File: config.mk
export PLATFORM = sky130hd
export DESIGN_NAME = sr_pulse_sequencer_flat
export DESIGN_NICKNAME = d
export VERILOG_FILES = /design/src/rtl/sr_pulse_sequencer_pkg.sv /design/src/rtl/sr_pulse_sequencer_if.sv /design/src/rtl/sr_pulse_sequencer.sv /design/src/flat_wrapper.sv
export SDC_FILE = /design/constraint.sdc
export NUM_CORES = 1
export LEC_CHECK = 0
export ABC_AREA = 1
export CORE_MARGIN = 2
export CORE_UTILIZATION = 42
export CTS_CLUSTER_SIZE = 8
export DETAILED_ROUTE_END_ITERATION = 6
export GPL_TIMING_DRIVEN = 0
export PLACE_DENSITY = 0.76
export SLEW_MARGIN = 20
export SYNTH_ARGS = -nofsm -noshare
export SYNTH_HDL_FRONTEND = slang
export SYNTH_SLANG_ARGS = --single-unit
File: constraint.sdc
create_clock -name i_clk -period 1.5 [get_ports i_clk]
set_input_delay 0.3 -clock i_clk [delete_from_list [all_inputs] [get_ports i_clk]]
set_output_delay 0.3 -clock i_clk [all_outputs]
set_load 0.05 [all_outputs]
File: src/rtl/sr_pulse_sequencer_pkg.sv
// sr_seq_pkg -- shared types and helpers for sr_pulse_sequencer.
//   sr_state_t : sequencer FSM states (IDLE, ASSERT, RECOVER).
//   cnt_width  : width of the pulse/recovery down-counter.
package sr_seq_pkg;

  typedef enum logic [1:0] {
    IDLE    = 2'd0,
    ASSERT  = 2'd1,
    RECOVER = 2'd2
  } sr_state_t;

  // The counter must be able to hold the larger of the two window lengths.
  function automatic int cnt_width(input int pw, input int rec);
    int m;
    m = (pw > rec) ? pw : rec;
    if (m < 1) m = 1;
    return $clog2(m + 1);
  endfunction

endpackage

File: src/rtl/sr_pulse_sequencer_if.sv
// sr_pulse_sequencer_if -- load-request handshake into the sequencer.
//   req_valid : request valid (master -> slave)
//   req_ready : sequencer can accept (slave -> master)
//   req_val   : value to force into the bank
//   req_mask  : 1 = force this bit, 0 = leave untouched
interface sr_pulse_sequencer_if #(
  parameter int WIDTH = 8
);
  logic             req_valid;
  logic             req_ready;
  logic [WIDTH-1:0] req_val;
  logic [WIDTH-1:0] req_mask;

  modport master (
    output req_valid,
    output req_val,
    output req_mask,
    input  req_ready
  );

  modport slave (
    input  req_valid,
    input  req_val,
    input  req_mask,
    output req_ready
  );
endinterface

File: src/rtl/sr_pulse_sequencer.sv
// sr_pulse_sequencer -- drives the active-low async set/reset pins of a
// WIDTH-bit DFFSR bank. A masked load is forced through S_N/R_N for PW_CYC
// cycles, then the pins are released for REC_CYC cycles before bank
// clocking (o_clk_en) returns. Every output is a flop.
// Ports:
//   i_clk     : clock, rising edge
//   i_rst     : synchronous active-high reset
//   req_if    : request handshake (slave side: valid/val/mask in, ready out)
//   o_s_n     : active-low set, one bit per cell
//   o_r_n     : active-low reset, one bit per cell
//   o_clk_en  : bank capture enable, low during pulse and recovery
//   o_busy    : a sequence is in progress
//   o_done    : one-cycle pulse when a sequence completes
module sr_pulse_sequencer
  import sr_seq_pkg::*;
#(
  parameter int WIDTH   = 8,
  parameter int PW_CYC  = 2,
  parameter int REC_CYC = 1
) (
  input  logic                 i_clk,
  input  logic                 i_rst,
  sr_pulse_sequencer_if.slave  req_if,
  output logic [WIDTH-1:0]     o_s_n,
  output logic [WIDTH-1:0]     o_r_n,
  output logic                 o_clk_en,
  output logic                 o_busy,
  output logic                 o_done
);

  localparam int CW = cnt_width(PW_CYC, REC_CYC);

  localparam logic [1:0]    ST_IDLE    = IDLE;
  localparam logic [1:0]    ST_ASSERT  = ASSERT;
  localparam logic [1:0]    ST_RECOVER = RECOVER;

  localparam logic [CW-1:0] PW_LD  = CW'(PW_CYC - 1);
  localparam logic [CW-1:0] REC_LD = CW'(REC_CYC - 1);

  if (PW_CYC < 1 || REC_CYC < 1) begin : g_bad_param
    $error("sr_pulse_sequencer: PW_CYC and REC_CYC must both be >= 1");
  end

  logic [1:0]       r_state;
  logic [CW-1:0]    r_cnt;
  logic [WIDTH-1:0] r_val;
  logic [WIDTH-1:0] r_mask;
  logic [WIDTH-1:0] r_s_n;
  logic [WIDTH-1:0] r_r_n;
  logic             r_clk_en;
  logic             r_busy;
  logic             r_done;
  logic             r_ready;

  logic             w_accept;
  logic [1:0]       w_state_nx;
  logic [CW-1:0]    w_cnt_nx;
  logic             w_done_nx;
  logic [WIDTH-1:0] w_val_sel;
  logic [WIDTH-1:0] w_mask_sel;
  logic [WIDTH-1:0] w_s_n_nx;
  logic [WIDTH-1:0] w_r_n_nx;

  assign w_accept   = req_if.req_valid & r_ready;
  // Freshly accepted data is used directly so the pins assert in the first
  // cycle after the accept edge.
  assign w_val_sel  = w_accept ? req_if.req_val  : r_val;
  assign w_mask_sel = w_accept ? req_if.req_mask : r_mask;

  always_comb begin
    w_state_nx = r_state;
    w_cnt_nx   = r_cnt;
    w_done_nx  = 1'b0;
    case (r_state)
      ST_IDLE: begin
        if (w_accept) begin
          if (|req_if.req_mask) begin
            w_state_nx = ST_ASSERT;
            w_cnt_nx   = PW_LD;
          end else begin
            w_done_nx  = 1'b1;
          end
        end
      end
      ST_ASSERT: begin
        if (r_cnt == '0) begin
          w_state_nx = ST_RECOVER;
          w_cnt_nx   = REC_LD;
        end else begin
          w_cnt_nx   = r_cnt - CW'(1);
        end
      end
      ST_RECOVER: begin
        if (r_cnt == '0) begin
          w_state_nx = ST_IDLE;
          w_done_nx  = 1'b1;
        end else begin
          w_cnt_nx   = r_cnt - CW'(1);
        end
      end
      default: begin
        w_state_nx = ST_IDLE;
        w_cnt_nx   = '0;
      end
    endcase
  end

  // S and R are derived from disjoint halves of the mask, so a bit can never
  // have both pins low.
  always_comb begin
    w_s_n_nx = '1;
    w_r_n_nx = '1;
    if (w_state_nx == ST_ASSERT) begin
      w_s_n_nx = ~(w_mask_sel & w_val_sel);
      w_r_n_nx = ~(w_mask_sel & ~w_val_sel);
    end
  end

  // Control and output registers.
  always_ff @(posedge i_clk) begin
    if (i_rst) begin
      r_state  <= ST_IDLE;
      r_cnt    <= '0;
      r_s_n    <= '1;
      r_r_n    <= '1;
      r_clk_en <= 1'b1;
      r_busy   <= 1'b0;
      r_done   <= 1'b0;
      r_ready  <= 1'b1;
    end else begin
      r_state  <= w_state_nx;
      r_cnt    <= w_cnt_nx;
      r_s_n    <= w_s_n_nx;
      r_r_n    <= w_r_n_nx;
      r_clk_en <= (w_state_nx == ST_IDLE);
      r_busy   <= (w_state_nx != ST_IDLE);
      r_done   <= w_done_nx;
      r_ready  <= (w_state_nx == ST_IDLE);
    end
  end

  // Request data capture.
  always_ff @(posedge i_clk) begin
    if (w_accept) begin
      r_val  <= req_if.req_val;
      r_mask <= req_if.req_mask;
    end
  end

  assign req_if.req_ready = r_ready;
  assign o_s_n            = r_s_n;
  assign o_r_n            = r_r_n;
  assign o_clk_en         = r_clk_en;
  assign o_busy           = r_busy;
  assign o_done           = r_done;

endmodule
File: src/flat_wrapper.sv
// flat-port wrapper written by rule: the top's interface ports become plain ports
module sr_pulse_sequencer_flat import sr_seq_pkg::*;
#(
  parameter int WIDTH   = 8,
  parameter int PW_CYC  = 2,
  parameter int REC_CYC = 1
)
  (i_clk, i_rst, o_s_n, o_r_n, o_clk_en, o_busy, o_done, req_if_req_valid, req_if_req_val, req_if_req_mask, req_if_req_ready);
  sr_pulse_sequencer_if #(.WIDTH(WIDTH)) req_if_i ();
  input  logic i_clk;
  input  logic i_rst;
  output logic [WIDTH-1:0] o_s_n;
  output logic [WIDTH-1:0] o_r_n;
  output logic o_clk_en;
  output logic o_busy;
  output logic o_done;
  input wire logic [$bits(req_if_i.req_valid)-1:0] req_if_req_valid;
  input wire logic [$bits(req_if_i.req_val)-1:0] req_if_req_val;
  input wire logic [$bits(req_if_i.req_mask)-1:0] req_if_req_mask;
  output wire logic [$bits(req_if_i.req_ready)-1:0] req_if_req_ready;
  assign req_if_i.req_valid = req_if_req_valid;
  assign req_if_i.req_val = req_if_req_val;
  assign req_if_i.req_mask = req_if_req_mask;
  assign req_if_req_ready = req_if_i.req_ready;
  sr_pulse_sequencer #(.WIDTH(WIDTH), .PW_CYC(PW_CYC), .REC_CYC(REC_CYC)) u_core (.i_clk(i_clk), .i_rst(i_rst), .req_if(req_if_i), .o_s_n(o_s_n), .o_r_n(o_r_n), .o_clk_en(o_clk_en), .o_busy(o_busy), .o_done(o_done));
endmodule
# --- Word-level counts from Yosys, hierarchy flattened ---
# Cells that the tools add are included.
word_totals:
  out_inout_bits: 20
  reg_bits: 39
classes:
  addsub: 1
  eq_ne: 6
  mux: 16
  n_reduce_logical: 7
  n_bitwise: 7
op_table:
  columns: ["op", "count"]
  rows:
  - ["$not 8->8", 3]
  - ["$and 8x8->8", 2]
  - ["$mux 2", 8]
  - ["$mux 8", 2]
  - ["$pmux 2 s3", 2]
  - ["$reduce_or 8->1", 1]
  - ["$logic_not 2->1", 3]
  - ["$eq 2x1->1 const B", 2]
  - ["$ne 2x1->1 const B", 2]
  - ["$mux 1", 3]
  - ["$reduce_and 3->1", 1]
  - ["$eq 2x2->1 const B", 1]
  - ["$ne 2x2->1 const B", 1]
  - ["$pmux 1 s2", 1]
  - ["$reduce_bool 2->1", 1]
  - ["$reduce_or 2->1", 1]
  - ["$sub 2x1->2 const B", 1]
  - ["$and 1x1->1", 1]
  - ["$not 1->1", 1]

# --- Depth between registers and ports, before layout ---
# Gate-level depths: netlist of the first run.
depth:
  ltp_word: 7
  ltp_mapped: 9
  depth_no_buf: 9

# --- Least setup slack after synthesis of the first run ---
# Ideal clock, no wire load.
synth_timing:
  kind: "register to register"
  from: "register, netlist name u_core.o_clk_en"
  to: "register u_core.r_s_n[6], in the netlist u_core.o_s_n[6]"
  path_slack_ns: -0.083
  path_stages_with_launch: 9
  setup_ns: 0.115
  t_arrival_ns: 1.468
  path_buffers: 1
  cell_sequence: "dfxtp_1 > nand2_4 > inv_4 > nand2_2 > clkinv_2 > o21ai_2 > a21oi_4 > buf_6 > nand2_1"
synth_lines:
  columns: ["element", "line_no", "rtl"]
  rows:
  - ["end signal, assigned", "sr_pulse_sequencer.sv:133", "r_s_n <= w_s_n_nx;"]
  - ["end, declared", "sr_pulse_sequencer.sv:48", "logic [WIDTH-1:0] r_s_n;"]

# --- Worst setup path in the final report of the first run ---
layout_timing:
  from: "register u_core.r_r_n[0], in the netlist u_core.o_r_n[0]"
  to: "output port o_r_n[0]"
layout_lines:
  columns: ["element", "line_no", "rtl"]
  rows:
  - ["start, declared", "sr_pulse_sequencer.sv:49", "logic [WIDTH-1:0] r_r_n;"]
  - ["start signal, assigned", "sr_pulse_sequencer.sv:134", "r_r_n <= w_r_n_nx;"]
  - ["end, declared", "flat_wrapper.sv:13", "output logic [WIDTH-1:0] o_r_n;"]
# No word-level cell between the ends.

==> results.toml, run 1 <==
[status]
status = "finished clean"

[detailed_routing]
viasPerCell = 4.44
wire_per_inst_um = 10.6
drc = 0
ant_nets = 0
vias = 1234
drt_iter0_drc = 84
wl_um = 2950
firstDrtPassIters = 4

[global_routing]
grt_pass1_wl_um = 4700
grtUsageMet1_pct = 18.4
grt_pass1_vias = 1113
grt_most_used_layer = "met2"
grt_use_met2_pct = 26.2
grt_max_degree = 13
grt_overflow = 0
antenna_found_initial = 0
grt_usage_pct = 15.6
use_met3_pct = 3.62

[critical_path]
path_depth = 1
criticalPathCategory = "reg -> out"
cp_max_fo = 1
worstSetupEndpointType = "output port"
critPathLaunchType = "register"
cp.buffers_inverters = 1
crit_chain = "clkdlybuf4s15_1"
crit_required_ns = 1.20
critPathMaxStageDelay_ns = 0.49
cpMaxStageDelayCell = "clkdlybuf4s15_1"
rr_worst_depth = 8
worstPathArrival_ns = 1.17
path_delay_family = "buffers and inverters"

[synth]
syn_nets = 199
netlist_area_mm2 = 0.00143
yosysWarnings = 0
ys_ff_latch = 39
syn_avg_cell_area_um2 = 8.08
synth_top_area_cell = "dfxtp_1"
synth_top_area_share_pct = 54.6
yosysSeqAreaShare_pct = 54.6
syn_inst = 177
synth_cell_type_count = 23
synth_area_leaders = "dfxtp_1 55%, nand2_1 14%, nor2_1 5.2%"

[sta]
finalSetupViolCount = 0
drv_slew = 0
skew_ns = 0.0132
finalHoldViolCount = 0
whs_ns = 0.460
slew_headroom_pct = 67.1
fmax_mhz = 682
fin_crit_sh_pct = 97.7
worstMarginPinSlew_ns = 0.495
finalSetupTns_ns = 0
period_needed_ns = 1.47

[layout]
layout_commonest_cell = "nand2_1"
area_delta_synth_final_pct = 37.6
fin_cells = 278
fill_cells = 316
fin_nets = 253
n_antenna_cell = 0
drive_gt1_share_pct = 22.8
layout.cells.most_common_list = "55 x nand2_1, 36 x dfxtp_1, 20 x nor2_1"
design_area_mm2 = 0.00197

[clock_tree]
holdBufCountCts = 0
clock_latency_ns = 0.34
cts_buffer_depth = 2
cts_root_buffer = "clkbuf_4"
cts_tree = "done"
cts_made_buffers = 5
clock-sinks = 39
htree_levels = 2
path_clk_slew_ns = 0.12

[power]
p_per_area_mw_per_mm2 = 1920
ir_drop_v = 0.000717
fin_total_pwr_mw = 3.79
leakagePower_nw = 0.910

[placed_design]
dpl_cell_area_mm2 = 0.00187
placed_cells = 261
gp_congestion = 0.738
place_hpwl_um = 1940
port_buffers = 38

[die]
die_y_um = 62.4
core_area_mm2 = 0.00331
dieArea_mm2 = 0.00389
rows = 21
start_util_pct = 43.2
ios = 39
die_w_um = 62.4

[worst_hold_path]
whs_path_depth = 4
hp-class = "in -> reg"

[job]
drv_cap = 0
[tightest hold or removal path, cell delays in order]
cell,delay [ns]
dlymetal6s2s_1,0.14
nand2_4,0.13
o21ai_0,0.13
inv_1,0.07
[Yosys cell counts]
cell type  instances
nor2_2             1
nor2_1            20
ha_1               3
nand2_4            1
a22o_1             1
a21oi_1           10
dfxtp_1           39
clkinv_2           1
inv_4              1
a21oi_4            1
buf_4              2
nand2_1           55
buf_2              1
o21ai_2            1
or2_2              6
o21ai_0            9
or2_1              2
a31oi_1            1
inv_1             17
o21ai_1            1
nand2_2            1
nand3_1            2
buf_6              1
[final cells by class]
cell class | count | area (µm²) | share of cell area, %
sequential | 39 | 785 | 39.9
multi-input combinational | 115 | 551 | 28.0
timing repair buffer | 47 | 397 | 20.2
inverter | 19 | 75.1 | 3.81
clock buffer | 7 | 65.1 | 3.31
tap | 46 | 57.6 | 2.92
buffer | 4 | 31.3 | 1.59
clock inverter | 1 | 7.51 | 0.381
[sequential cells by signal (all words and copies together), names as in the netlist]
signal	cells
u_core.r_state	2
u_core.o_done	1
u_core.r_cnt	2
u_core.r_mask	8
u_core.o_clk_en	1
u_core.o_s_n	8
u_core.o_r_n	8
u_core.r_val	8
u_core.o_busy	1
[per-layer routing]
metal | vias up | routed length (µm)
met4 | 0 | 31
met2 | 35 | 1360
li1 | 657 | -
met5 | - | 0
met3 | 8 | 145
met1 | 534 | 1410
[timing repair]
action | CTS | global route
buffers inserted | 2 | 7
gates resized for setup | 31 | 29
endpoints found under the hold margin | 0 | 0
pin swaps | 1 | 1
cloned | 0 | 0
setup endpoints to repair | 30 | 31
[final timing paths]
check / startpoint / end / slack (ns)
max: u_core.o_r_n[0]$_SDFF_PP1_ / o_r_n[0] / 0.03
min: req_if_req_valid / u_core.r_mask[1]$_DFF_P_ / 0.46
max reg2reg: u_core.r_cnt[0]$_SDFFE_PP0P_ / u_core.r_state[0]$_SDFF_PP0_ / 0.04
min reg2reg: u_core.r_val[1]$_DFF_P_ / u_core.r_val[1]$_DFF_P_ / 0.49
[cell families (layout without fill, tap and decap cells)]
group,Yosys count,in the layout,share of synthesized area [%]
AOI/OAI and AO/OA,24,24,9.80
adders and majority gates,3,3,2.62
buffers and inverters,23,78,7.44
DFF,39,39,54.6
and+or+nand+nor,88,88,25.5
[power by group]
| group | leakage [nW] | switching, mW | total, mW | internal [mW] |
|---|---|---|---|---|
| clock network | 0.0375 | 0.333 | 0.607 | 0.274 |
| logic | 0.549 | 1.08 | 1.69 | 0.609 |
| registers | 0.323 | 0.124 | 1.49 | 1.36 |
[per-stage QoR]
stage	setup slack (ns)	utilization, %
after CTS	0.00145	58.7
after global placement	-0.368	56.5
after global routing	-0.0365	59.4
after floorplan	0.121	-
final	0.0342	59.4
after detailed placement	-0.384	56.5
Power figures use the tool's default switching activity.
==> run 2: changes to the inputs <==
--- a/config.mk
+++ b/config.mk
@@ -5,9 +5,8 @@
 export SDC_FILE = /design/constraint.sdc
 export NUM_CORES = 1
 export LEC_CHECK = 0
-export ABC_AREA = 1
 export CORE_MARGIN = 2
-export CORE_UTILIZATION = 42
+export CORE_UTILIZATION = 41
 export CTS_CLUSTER_SIZE = 8
 export DETAILED_ROUTE_END_ITERATION = 6
 export GPL_TIMING_DRIVEN = 0
==> results.toml, run 2 <==
[status]
status = "finished clean"

[layout]
n_antenna_cell = 0
fill_cells = 277
area_delta_synth_final_pct = 39.0
fin_cells = 219
final_core_util_pct = 60.4
layout_commonest_cell = "dfxtp_1"
drive_gt1_share_pct = 30.3
design_area_mm2 = 0.00186
fin_nets = 196
layout.cells.most_common_list = "36 x dfxtp_1, 14 x clkbuf_2, 11 x clkdlybuf4s50_1"

[clock_tree]
cts_tree = "done"
cts_buffer_depth = 2
clock-sinks = 39
htree_levels = 2
cts_root_buffer = "clkbuf_4"
clock_latency_ns = 0.33
holdBufCountCts = 0
path_clk_slew_ns = 0.10
cts_made_buffers = 5

[power]
p_comb_share_pct = 36.3
swShare_pct = 35.5
p_clk_share_pct = 17.1
leakagePower_nw = 0.815
p_int_mw = 1.86
ir_drop_v = 0.000821
p_per_area_mw_per_mm2 = 1550
p_seq_share_pct = 46.6
power.switching_mw = 1.02

[sta]
setup_slack_ns = 0.0491
drv_slew = 0
finalHoldViolCount = 0
fin_crit_sh_pct = 96.7
finalSetupTns_ns = 0
finalSetupViolCount = 0
slew_headroom_pct = 67.8
skew_ns = 0.00413
period_needed_ns = 1.45
fmax_mhz = 689
worstMarginPinSlew_ns = 0.485

[synth]
synth_area_leaders = "dfxtp_1 58%, mux2_2 7.6%, mux2i_1 5.2%"
netlist_area_mm2 = 0.00134
syn_nets = 143
yosys.cell_count.top_type = "dfxtp_1"
async_flop_share_pct = 0
yosysWarnings = 0
synth_cell_type_count = 28
synth_top_area_share_pct = 58.4
syn_avg_cell_area_um2 = 11.0
syn_inst = 121
synth_top_area_cell = "dfxtp_1"
synthFlopType = "dfxtp_1"
ys_ff_latch = 39
yosys-top-cells-count = "39 x dfxtp_1, 10 x inv_1, 10 x nor2_1"
yosysSeqAreaShare_pct = 58.4
synth_edf_count = 0

[global_routing]
grt_usage_pct = 17.5
grt_overflow = 0
antenna_found_initial = 0
grt_pass1_wl_um = 4530
grt_pass1_vias = 1051
grt_max_degree = 12

[die]
die_w_um = 61.1
core_area_mm2 = 0.00308
rows = 20
dieArea_mm2 = 0.00373
die_y_um = 61.1
start_util_pct = 43.4
ios = 39

[critical_path]
crit_path_start = "req_if_req_valid"
reg2reg_slack_ns = 0.08
r2r_start = "u_core.r_cnt[0]$_SDFFE_PP0P_"
worstPathArrival_ns = 1.69
cp_max_fo = 10
r2r_end = "u_core.o_s_n[7]$_SDFF_PP1_"
crit_required_ns = 1.74
cp-endpoint = "u_core.o_r_n[6]$_SDFF_PP1_"
rr_worst_depth = 7
critPathLaunchType = "primary input"
worstSetupEndpointType = "register"
criticalPathCategory = "in -> reg"

[job]
drv_cap = 0

[detailed_routing]
wl_um = 2980
firstDrtPassIters = 4
viasPerCell = 4.77
ant_nets = 0
drt_iter0_drc = 22
drc = 0
wire_per_inst_um = 13.6
vias = 1045

[placed_design]
port_buffers = 38
dpl_cell_area_mm2 = 0.00178
placed_cells = 203
dp_slack_ns = -0.546
gp_congestion = 0.769
place_hpwl_um = 1980

[worst_hold_path]
hp-class = "in -> reg"
min_from = "req_if_req_mask[1]"
[run 2: final cells by class]
class / count / area, µm² / area share (%)
Multi-Input combinational cell: 67 / 509 / 27.4
Buffer: 5 / 45.0 / 2.42
Clock buffer: 7 / 45.0 / 2.42
Sequential cell: 39 / 785 / 42.2
Inverter: 10 / 37.5 / 2.02
Tap cell: 44 / 55.1 / 2.96
Clock inverter: 1 / 5.00 / 0.269
Timing Repair Buffer: 46 / 377 / 20.3
[run 2: timing repair]
item                       in CTS  in global routing
resized for setup              41                 30
setup endpoints to repair      40                 29
pin swaps                       4                  3
buffers inserted                2                  6
cloned                          0                  0
[run 2: kinds of logic (layout without fill, tap and decap cells)]
kind of cell | count (synthesis) | in the layout | synth area share, %
AOI/OAI and AO/OA | 8 | 8 | 3.93
buffers and inverters | 15 | 69 | 5.71
and+or+nand+nor | 40 | 40 | 16.3
adders and majority gates | 3 | 3 | 2.81
DFF | 39 | 39 | 58.4
muxes | 16 | 16 | 12.8
[run 2: layer usage]
metal,up-vias,share of wire (%),GRT usage [%]
li1,512,-,-
met1,489,42,18.2
met2,38,51,29.3
met3,6,5.7,9.03
met4,0,1.9,7.76
met5,-,0,0
[run 2: stage by stage]
step,total power [mW],hold WS (ns)
floorplan,2.04,0.373
global placement,2.30,0.461
detailed placement,2.35,0.469
CTS,2.83,0.409
global route,3.05,0.365
finish,2.88,0.337
[run 2: worst min-delay path by stage]
stage	to	slack (ns)	depth (start not counted)
5_1_grt	u_core.r_mask[1]$_DFF_P_	0.36	3
3_5_place_dp	u_core.r_mask[0]$_DFF_P_	0.47	2
6_report	u_core.r_mask[1]$_DFF_P_	0.34	3
3_3_place_gp	u_core.r_mask[1]$_DFF_P_	0.46	2
2_1_floorplan	u_core.r_cnt[1]$_SDFFE_PP0P_	0.37	1
4_1_cts	u_core.r_mask[0]$_DFF_P_	0.41	3
[run 2: critical path, stage by stage]
cell	delay, ns
clkdlybuf4s50_1	0.44
nand2_4	0.17
buf_4	0.24
mux2_2	0.37
nor2_1	0.10
nand2_1	0.06
[run 2: power by group through the flow]
stage / registers [mW] / logic, mW / clock network [mW]
floorplan: 1.57 / 0.471 / 0
global placement: 1.34 / 0.957 / 0
detailed placement: 1.36 / 0.993 / 0
CTS: 1.34 / 0.984 / 0.509
global route: 1.36 / 1.12 / 0.568
finish: 1.34 / 1.05 / 0.494
==> run 3: changes to the inputs <==
--- a/config.mk
+++ b/config.mk
@@ -5,7 +5,7 @@
 export SDC_FILE = /design/constraint.sdc
 export NUM_CORES = 1
 export LEC_CHECK = 0
-export CORE_MARGIN = 2
+export CORE_MARGIN = 3
 export CORE_UTILIZATION = 41
 export CTS_CLUSTER_SIZE = 8
 export DETAILED_ROUTE_END_ITERATION = 6
==> results.toml, run 3 (synthesis gave the netlist of run 2 again) <==
[status]
status = "finished clean"

[global_routing]
antenna_found_initial = 0
grt_pass1_wl_um = 4770
grt_pass1_vias = 1070
grt_usage_pct = 15.6
grt_max_degree = 13
grt_overflow = 0

[clock_tree]
clock-sinks = 39
cts_tree = "done"
cts_made_buffers = 5
path_clk_slew_ns = 0.11
holdBufCountCts = 0
cts_root_buffer = "clkbuf_4"
cts_buffer_depth = 2
clock_latency_ns = 0.34
htree_levels = 2

[placed_design]
gp_congestion = 0.754
place_hpwl_um = 1900
placed_cells = 203
port_buffers = 38
dp_slack_ns = -0.520

[power]
p_seq_share_pct = 40.8
leakagePower_nw = 0.867
p_int_mw = 2.24
fin_total_pwr_mw = 3.29
p_comb_share_pct = 33.4
power.switching_mw = 1.05
ir_drop_v = 0.000836
p_per_area_mw_per_mm2 = 1650
p_clk_share_pct = 25.8
swShare_pct = 32.0

[layout]
regArea_um2 = 787
final_core_util_pct = 64.7
layout.cells.most_common_list = "36 x dfxtp_1, 11 x clkbuf_2, 10 x nor2_1, 10 x clkdlybuf4s50_1"
layout_commonest_cell = "dfxtp_1"
fin_nets = 195
n_antenna_cell = 0
drive_gt1_share_pct = 32.8
fin_cells = 218
fill_cells = 258
multi_input_area_um2 = 547
area_delta_synth_final_pct = 49.1

[sta]
worstMarginPinSlew_ns = 0.495
fin_crit_sh_pct = 96.9
finalSetupViolCount = 0
skew_ns = 0.00536
setup_slack_ns = 0.0458
finalSetupTns_ns = 0
period_needed_ns = 1.45
fmax_mhz = 688
finalHoldViolCount = 0
drv_slew = 0
slew_headroom_pct = 67.1

[critical_path]
critPathMaxStageDelay_ns = 0.49
worstPathArrival_ns = 1.15
cp_max_fo = 1
crit_chain = "clkdlybuf4s15_1"
cpMaxStageDelayCell = "clkdlybuf4s15_1"
cp.buffers_inverters = 1
criticalPathCategory = "reg -> out"
worstSetupEndpointType = "output port"
crit_required_ns = 1.20
critPathLaunchType = "register"
path_delay_family = "buffers and inverters"

[detailed_routing]
firstDrtPassIters = 4
wire_per_inst_um = 12.6
drt_iter0_drc = 16
vias = 1013
ant_nets = 0
drc = 0
wl_um = 2750
viasPerCell = 4.65

[die]
die_y_um = 63.1
ios = 39
start_util_pct = 43.4
die_w_um = 63.1
rows = 20
dieArea_mm2 = 0.00398
core_area_mm2 = 0.00308

[worst_hold_path]
hp-class = "in -> reg"

[job]
drv_cap = 0
[run 3: changes by cell type in the layout (fill, tap and decap cells not counted), sizes merged]
cell	before	now
clkdlybuf4s50	11	10
buf	13	11
clkdlybuf4s15	5	9
dlymetal6s2s	1	2
bufinv	0	2
clkinv	1	0
clkbuf	22	18
[run 3: repair_timing]
| item | 4_1_cts | 5_1_grt |
|---|---|---|
| endpoints found under the setup margin | 40 | 24 |
| gates cloned | 0 | 1 |
| gates resized for setup | 55 | 27 |
| pin swaps | 3 | 3 |
| buffers inserted | 2 | 4 |
[run 3: final cells by class]
| cell class | count | area share [%] |
|---|---|---|
| Sequential cell | 39 | 39.5 |
| Timing Repair Buffer | 45 | 20.8 |
| Buffer | 5 | 2.51 |
| Inverter | 10 | 1.88 |
| Tap cell | 44 | 2.76 |
| Multi-Input combinational cell | 67 | 27.4 |
| Clock buffer | 6 | 2.07 |
| Clock inverter | 2 | 3.02 |
[run 3: layer usage]
layer / track usage [%] / vias up / share of wire, %
met5: 0 / - / 0
met4: 9.37 / 0 / 2.4
met3: 5.53 / 7 / 7.1
met2: 27.0 / 29 / 49
met1: 16.2 / 468 / 41
li1: - / 509 / -
[run 3: worst paths after layout]
check,start,to,slack (ns),cells past startpoint
max,u_core.o_done$_SDFF_PP0_,o_done,0.05,1
min,req_if_req_mask[5],u_core.r_mask[5]$_DFF_P_,0.34,3
max reg2reg,u_core.r_cnt[1]$_SDFFE_PP0P_,u_core.o_s_n[2]$_SDFF_PP1_,0.12,7
min reg2reg,u_core.r_mask[4]$_DFF_P_,u_core.r_mask[4]$_DFF_P_,0.49,2
[run 3: power groups by stage]
stage	Combinational (mW)	Sequential, mW	Clock [mW]
after floorplan	0.471	1.57	0
after global placement	0.958	1.34	0
after detailed placement	0.989	1.36	0
after CTS	1.00	1.34	0.875
after global routing	1.19	1.37	0.904
final	1.10	1.34	0.851
[run 3: per-stage QoR]
| step | cell area (µm²) | hold slack, ns |
|---|---|---|
| after floorplan | 1340 | 0.373 |
| after global placement | 1780 | 0.461 |
| after detailed placement | 1780 | 0.469 |
| after CTS | 1920 | 0.392 |
| after global routing | 1990 | 0.349 |
| final | 1990 | 0.336 |
[run 3: tightest hold or removal path, stage by stage]
cell            delay [ns]
dlymetal6s2s_1        0.15
mux2i_1               0.12
inv_1                 0.08
